### config.mk
export PLATFORM = sky130hd
export DESIGN_NAME = disp_src_arbiter
export DESIGN_NICKNAME = d
export VERILOG_FILES = /design/src/rtl/disp_pkg.sv /design/src/rtl/disp_tick_gen.sv /design/src/rtl/disp_src_arbiter.sv
export SDC_FILE = /design/constraint.sdc
export NUM_CORES = 1
export LEC_CHECK = 0
export CAP_MARGIN = 10
export CORE_MARGIN = 2
export CORE_UTILIZATION = 40
export CTS_CLUSTER_DIAMETER = 60
export DETAILED_ROUTE_END_ITERATION = 8
export PLACE_DENSITY = 0.67
export SYNTH_ARGS = -nofsm -noshare
export SYNTH_HDL_FRONTEND = slang
export SYNTH_SLANG_ARGS = --single-unit
### constraint.sdc
create_clock -name clk -period 3 [get_ports clk]
set_clock_uncertainty 0.2 [all_clocks]
set_input_delay 0.45 -clock clk [delete_from_list [all_inputs] [get_ports clk]]
set_output_delay 0.45 -clock clk [all_outputs]
set_load 0.005 [all_outputs]
### src/rtl/disp_pkg.sv
// Shared types and constants for the 4-digit display source arbiter.
package disp_pkg;

  typedef enum logic [1:0] {IDLE, SHOW_A, SHOW_B} state_e;
  typedef enum logic [1:0] {OWN_NONE = 2'd0, OWN_A = 2'd1, OWN_B = 2'd2} owner_e;

  localparam int unsigned DIGITS    = 4;
  localparam int unsigned DIGIT_W   = 4;
  localparam logic [3:0]  BLANK_ALL = 4'hF;

  // Leading-zero mask from the top digit down; the last digit always stays lit.
  function automatic logic [DIGITS-1:0] lz_blank(input logic [DIGITS*DIGIT_W-1:0] d);
    logic run;
    run      = 1'b1;
    lz_blank = '0;
    for (int unsigned i = DIGITS - 1; i > 0; i--) begin
      run         = run & (d[i*DIGIT_W +: DIGIT_W] == '0);
      lz_blank[i] = run;
    end
  endfunction

endpackage

### src/rtl/disp_tick_gen.sv
// Free-running prescaler: one-cycle tick every TICK_DIV clocks, synchronous clear.
module disp_tick_gen #(
  parameter int unsigned TICK_DIV = 16000
) (
  input  logic clk,
  input  logic rst,
  input  logic clr,
  output logic tick
);

  localparam int unsigned CW = $clog2(TICK_DIV);

  logic [CW-1:0] cnt;

  assign tick = (cnt == CW'(TICK_DIV - 1));

  always_ff @(posedge clk or negedge rst) begin
    if (!rst)
      cnt <= '0;
    else if (clr || tick)
      cnt <= '0;
    else
      cnt <= cnt + 1'b1;
  end

endmodule

### src/rtl/disp_src_arbiter.sv
// Arbitrates the display between persistent source A and timed overlay source B.
// Optional DISP_LZ_BLANK_EN blanks leading zero digits while a source is shown.
module disp_src_arbiter
  import disp_pkg::*;
#(
  parameter int unsigned TICK_DIV = 16000,
  parameter int unsigned HOLD_MS  = 1000
) (
  input  logic        clk,
  input  logic        rst,
  input  logic        a_valid,
  input  logic [15:0] a_data,
  output logic        a_ready,
  input  logic        b_valid,
  input  logic [15:0] b_data,
  output logic        b_ready,
  output logic [15:0] digits,
  output logic [3:0]  blank,
  output logic [1:0]  owner
);

  localparam int unsigned HW = $clog2(HOLD_MS + 1);
  localparam logic [HW-1:0] HOLD_LAST = HW'(HOLD_MS - 1);
  localparam logic [HW-1:0] HOLD_END  = HW'(HOLD_MS);

  state_e        state, state_n;
  logic [15:0]   a_shadow, a_shadow_n;
  logic [15:0]   b_shadow, b_shadow_n;
  logic          a_seen, a_seen_n;
  logic [HW-1:0] hold_cnt, hold_n;
  logic [15:0]   digits_n;
  logic [3:0]    blank_n;
  logic [1:0]    owner_n;
  logic          a_xfer, b_xfer, tick;

  assign a_ready = rst;
  assign b_ready = rst;
  assign a_xfer  = a_valid & a_ready;
  assign b_xfer  = b_valid & b_ready;

  disp_tick_gen #(.TICK_DIV(TICK_DIV)) u_tick (
    .clk  (clk),
    .rst  (rst),
    .clr  (b_xfer),
    .tick (tick)
  );

  always_comb begin
    state_n    = state;
    a_shadow_n = a_shadow;
    b_shadow_n = b_shadow;
    a_seen_n   = a_seen;
    hold_n     = hold_cnt;

    if (a_xfer) begin
      a_shadow_n = a_data;
      a_seen_n   = 1'b1;
    end

    if (b_xfer) begin
      b_shadow_n = b_data;
      hold_n     = '0;
      state_n    = SHOW_B;
    end else begin
      case (state)
        IDLE:    if (a_xfer) state_n = SHOW_A;
        SHOW_A:  state_n = SHOW_A;
        SHOW_B: begin
          if (tick) begin
            if (hold_cnt != HOLD_END) hold_n = hold_cnt + 1'b1;
            // an A arriving on the expiry cycle is shown straight away
            if (hold_cnt == HOLD_LAST) state_n = a_seen_n ? SHOW_A : IDLE;
          end
        end
        default: state_n = IDLE;
      endcase
    end
  end

  // Outputs are derived from the next state so they land one edge after the event.
  always_comb begin
    digits_n = '0;
    owner_n  = OWN_NONE;
    blank_n  = BLANK_ALL;
    case (state_n)
      SHOW_A: begin
        digits_n = a_shadow_n;
        owner_n  = OWN_A;
      end
      SHOW_B: begin
        digits_n = b_shadow_n;
        owner_n  = OWN_B;
      end
      default: ;
    endcase
    if (state_n != IDLE) begin
`ifdef DISP_LZ_BLANK_EN
      blank_n = lz_blank(digits_n);
`else
      blank_n = '0;
`endif
    end
  end

  always_ff @(posedge clk or negedge rst) begin
    if (!rst) begin
      state    <= IDLE;
      a_shadow <= '0;
      b_shadow <= '0;
      a_seen   <= 1'b0;
      hold_cnt <= '0;
      digits   <= '0;
      blank    <= BLANK_ALL;
      owner    <= OWN_NONE;
    end else begin
      state    <= state_n;
      a_shadow <= a_shadow_n;
      b_shadow <= b_shadow_n;
      a_seen   <= a_seen_n;
      hold_cnt <= hold_n;
      digits   <= digits_n;
      blank    <= blank_n;
      owner    <= owner_n;
    end
  end

endmodule

== Yosys cells after proc, flatten, opt, wreduce, memory -nomap -nowiden ==
Cells that the tools add are included.
Word-level totals
  bits in registers: 81
  bits of input ports: 36
  output and inout port bits: 24
  word-level logic and storage cells: 44
Cells by class
  $add $sub $neg: 2
  equality and inequality tests: 7
  mux-type cells: 17
  bitwise gates (word level): 2
  reductions and logical operators: 7
Operator list (number)
  $mux W10: 4
  $mux W16: 2
  $pmux W16 S2: 1
  $add A14 B1 Y14 const B: 1
  $eq A14 B14 Y1 const B: 1
  $mux W14: 1
  $add A10 B1 Y10 const B: 1
  $eq A10 B10 Y1 const B: 1
  $ne A10 B10 Y1 const B: 1
  $mux W2: 4
  $reduce_bool A2 Y1: 4
  $pmux W2 S3: 1
  $eq A2 B1 Y1 const B: 2
  $eq A2 B2 Y1 const B: 2
  $mux W4: 1
  $pmux W2 S2: 1
  $reduce_and A3 Y1: 1
  $and A1 B1 Y1: 2
  $logic_not A2 Y1: 1
  $mux W1: 2
  $logic_or A1 B1 Y1: 1

== Longest topological paths before layout ==
  depth in word-level cells: 9
  gate-level depth with buffers: 11
  mapped depth without buffers: 8

== Hierarchy ==
From an unflattened synthesis, not the netlist that was laid out.
Unflattened totals
  cell total of the unflattened synthesis: 278
  area total of the unflattened synthesis: 3368.2 sq um
Modules (own cells, without submodules)
  disp_src_arbiter: times used 1, cells an instance 208, area each 2677.6 sq um, sequential area each 1602.8 sq um
  disp_tick_gen: times used 1, cells an instance 70, area each 690.7 sq um, sequential area each 350.3 sq um

== Worst setup path after synthesis ==
No wires, ideal clock.
  path type: flip-flop to flip-flop
  start: reg u_tick.cnt[0]
  end: reg digits[10]
  library setup time: 0.073 ns
  data arrival time: 2.863 ns
  data required time: 2.727 ns
  setup slack: -0.136 ns
  stages on the path, launching flop included: 12
  path buffers: 3
  clock period less this slack: 3.136 ns
  path through: dfrtp_1 > ha_1 > nand4_2 > or4_4 > buf_6 > o41ai_1 > and3_1 > ha_1 > clkbuf_1 > clkbuf_1 > a22oi_1 > nor2b_1
Between the ends
  longest elaborated chain between the ends: 6
  elaborated cells on any way between the ends: 7
  classes of those cells: eq/ne (3); mux (4)
Ends and longest elaborated chain
  start, declared: RTL line disp_tick_gen.sv:13  | logic [CW-1:0] cnt;
  start signal, assigned: RTL line disp_tick_gen.sv:23  | cnt <= cnt + 1'b1;
  $eq A14 B14 Y1 (*): RTL line disp_tick_gen.sv:15  | assign tick = (cnt == CW'(TICK_DIV - 1));
  $mux W2 (*): RTL line disp_src_arbiter.sv:69  | if (tick) begin
  $pmux W2 S3 (*): RTL line disp_src_arbiter.sv:65  | case (state)
  $mux W2 (*): RTL line disp_src_arbiter.sv:60  | if (b_xfer) begin
  via state_n[0]: RTL line disp_src_arbiter.sv:26  | state_e state, state_n;
  $eq A2 B2 Y1 / $eq A2 B1 Y1 (equally long branches): RTL line disp_src_arbiter.sv:85  | case (state_n)
  $pmux W16 S2 (*): RTL line disp_src_arbiter.sv:85
  via digits_n[10]: RTL line disp_src_arbiter.sv:31  | logic [15:0] digits_n;
  end signal, assigned: RTL line disp_src_arbiter.sv:121  | digits <= digits_n;
  end, declared: RTL line disp_src_arbiter.sv:17  | output logic [15:0] digits,
Mark *: on every way through the listed nets, which the timed path passes. The rest lies on a longest branch.
A chain may end at the register's enable or synchronous reset.

== Worst setup path in the final report ==
  start: reg u_tick.cnt[0]
  end: reg digits[9]
Same word-level chain as after synthesis.

==> reports/qor.yml <==
outcome:
  status: "finished clean"
sta:
  worstMarginPinSlew_ns: 0.535
  period_minus_slack_ns: 2.82
  fin_crit_sh: 0.941
  relSlewSlack: 0.640
  hold_viol: 0
  fmaxAchievable_ghz: 0.354
  setup_viol: 0
  fin_setup_tns_ns: 0
  drv_slew: 0
power_and_ir_drop:
  p_int_mw: 1.75
  peakVddDrop_uv: 349
  combPwrFrac: 0.141
  switching_share: 0.249
  p_switching_mw: 0.582
  p_total_mw: 2.34
  power_frac_clock: 0.339
  pwr-share-seq: 0.520
  p_leak_nw: 1.76
  cellPowerDensity_nw_per_um2: 538
clock_tree:
  max-clock-path-buffers: 2
  cts-root-buf: "clkbuf_8"
  cts_tree: "yes"
  insertion_delay_ns: 0.35
  htreeDepth: 3
  clk_pin_slew_ns: 0.09
  cts_sinks: 78
  cts_made_buffers: 9
logic_synthesis:
  ys_warn_count: 0
  ys_seq_area_frac: 0.575
  synth-seq-cells: 78
  syn_avg_cell_area_sq_um: 12.1
  synth_cell_types: 34
  syn-num-nets: 325
  synth_area_sq_um: 3400
  synthCells: 282
global_routing:
  antenna_found_initial: 0
  grt_usage: 0.170
  grt_pass1_vias: 2460
  grt_max_degree: 30
  grt-ovfl-total: 0
  grt_pass1_wl_microns: 12000
die:
  die_x_microns: 96.2
  dieHeight_microns: 96.2
  fp-row-count: 33
  coreArea_sq_um: 8220
  die-area_sq_um: 9250
  ios: 60
  start_util: 0.414
place:
  dp_cells: 437
  dp_hpwl_microns: 4680
  numPortBuffers: 59
  place_congestion: 0.692
  dpl_cell_area_sq_um: 4100
worst_setup_path:
  critPathLaunchType: "flip-flop"
  cp_slowest_stage_delay_ns: 0.57
  crit_arrival_ns: 2.89
  r2r-end: "digits[9]$_DFF_PN0_"
  critical_path_class: "reg2reg"
  worstRegToRegCells: 9
  path_max_fanout: 17
  cp.buffers_inverters: 1
  endpoint_kind: "flip-flop"
  crit_chain: "ha_2 > nand4_2 > or4_4 > o41ai_2 > and3_1 > ha_1 > buf_6 > a22oi_1 > nor2b_1"
  cp_top_family: "simple AND/OR/NAND/NOR gates"
  critPathLaunch: "u_tick.cnt[0]$_DFF_PN0_"
  worstSetupPathDepth: 9
  crit_path_end: "digits[9]$_DFF_PN0_"
  required_ns: 3.07
  reg2reg_from: "u_tick.cnt[0]$_DFF_PN0_"
  crit_path_top_delay_cell: "or4_4"
  reg2reg_slack_ns: 0.18
finish:
  areaGrowthSynthToFinish_pct: 27.7
  n_fill_cell: 701
  antennaDiodeCount: 0
  fin_nets: 387
  drive_above_1_share: 0.186
  finalNonFillerCells: 454
  final_area_sq_um: 4340
drt:
  dr.pass1.iters: 4
  wl_met2_microns: 3250
  drtIter0Drc: 76
  vias_per_cell: 5.14
  met3_length_microns: 290
  m1WireLength_microns: 3210
  drtAntennaViolNets: 0
  wl_per_cell_microns: 15.1
  route.vias.total: 2335
  wl_microns: 6870
  dr.max_layer_used: "met4"
  remaining_drc_errors: 0
job:
  maxCapViolCount: 0
hold_path:
  hp-class: "in2async"
area by class of cell:
type                       instances  area [sq um]  area share
clock buffer                      10           128      0.0294
clock inverter                     6          67.6      0.0156
inverter                           6          22.5     0.00519
multi-input combinational        180          1370       0.316
sequential                        78          1950       0.450
tap                              105           131      0.0303
timing repair buffer              69           669       0.154
through the flow:
stage	utilization	worst slack, ns	hold slack, ns
after global routing	0.528	-0.0111	0.282
final	0.528	0.176	0.291
after floorplan	-	0.00881	-0.0456
after global placement	0.499	0.108	0.0850
after CTS	0.525	0.0144	0.281
after detailed placement	0.499	0.0122	0.0888
how the worst min path moves through the flow:
stage | to | slack, ns
2_1_floorplan | a_seen$_DFF_PN0_ | -0.05
3_3_place_gp | b_shadow[2]$_DFF_PN0_ | 0.09
3_5_place_dp | owner[0]$_DFF_PN0_ | 0.09
4_1_cts | a_shadow[3]$_DFF_PN0_ | 0.28
5_1_grt | a_shadow[3]$_DFF_PN0_ | 0.28
6_report | a_shadow[3]$_DFF_PN0_ | 0.29
kinds of logic (layout without fill, tap and decap cells):
family / Yosys count / after routing / share of synthesized area
fa+ha+maj: 7 / 7 / 0.0258
buf+inv: 24 / 91 / 0.0342
flops: 78 / 78 / 0.575
compound gates: 42 / 42 / 0.0839
mux: 32 / 32 / 0.106
xor+xnor: 12 / 12 / 0.0309
simple gates: 87 / 87 / 0.145
metal layers:
metal	global-route usage	up-vias
li1	-	1126
met1	0.231	1161
met2	0.262	39
met3	0.0407	9
met5	0	-
met4	0.0679	0
synth_stat cells:
cell       n  area, sq um
o41ai_1    1         8.76
or4_4      1         11.3
nand2_1    9         33.8
nand2b_1   2         12.5
or4_1      8         60.1
xor2_1     2         17.5
a41oi_1    1         8.76
inv_1      6         22.5
mux2_2    32          360
o21a_1     1         7.51
dfrtp_1   77         1930
a41o_1     1         10.0
dfstp_2    1         26.3
and2_1     2         12.5
buf_6      1         11.3
nand4_2    1         12.5
a22oi_1   16          120
a21oi_1   11         55.1
xnor2_1   10         87.6
nand4_1    3         18.8
buf_4      5         37.5
nor2b_1   18          113
nor2_1    15         56.3
nor4_1     3         18.8
clkbuf_1  12         45.0
nand3_1   12         60.1
o31ai_1    8         60.1
nor3_1     6         30.0
and3_1     3         18.8
and4_1     2         17.5
o21ai_0    3         15.0
or3b_1     1         8.76
ha_1       7         87.6
nand3b_1   1         7.51
timing repair:
action,4_1_cts,5_1_grt
pin swaps,0,0
setup endpoints to repair,1,16
gates resized for setup,1,5
endpoints found under the hold margin,9,0
setup buffers,0,0
hold buffers,1,0
power by group through the flow:
stage	Clock (mW)	Sequential (mW)	Combinational [mW]
final	0.793	1.21	0.329
after global routing	0.850	1.23	0.370
after CTS	0.808	1.22	0.336
after detailed placement	0	1.23	0.333
after global placement	0	1.24	0.324
after floorplan	0	1.23	0.162
sequential cells by signal, summed over array words and instances, names as in the netlist:
signal and cells:
hold_cnt 10, a_shadow 16, digits 16, owner 2
blank 1, a_seen 1, b_shadow 16, state 2
u_tick.cnt 14
placed cells by master, fill, tap and decap left out, drive strengths merged, types with 3 or more instances in the layout:
cell and count:
a21oi 11, a22oi 16, and3 3, buf 10, clkbuf 10, clkdlybuf4s50 58
dfrtp 77, ha 7, inv 8, mux2 32, nand2 9, nand3 12
nand4 4, nor2 15, nor2b 18, nor3 6, nor4 3, o21ai 3
o31ai 8, or4 9, xnor2 10
(Power assumes the default switching activity.)
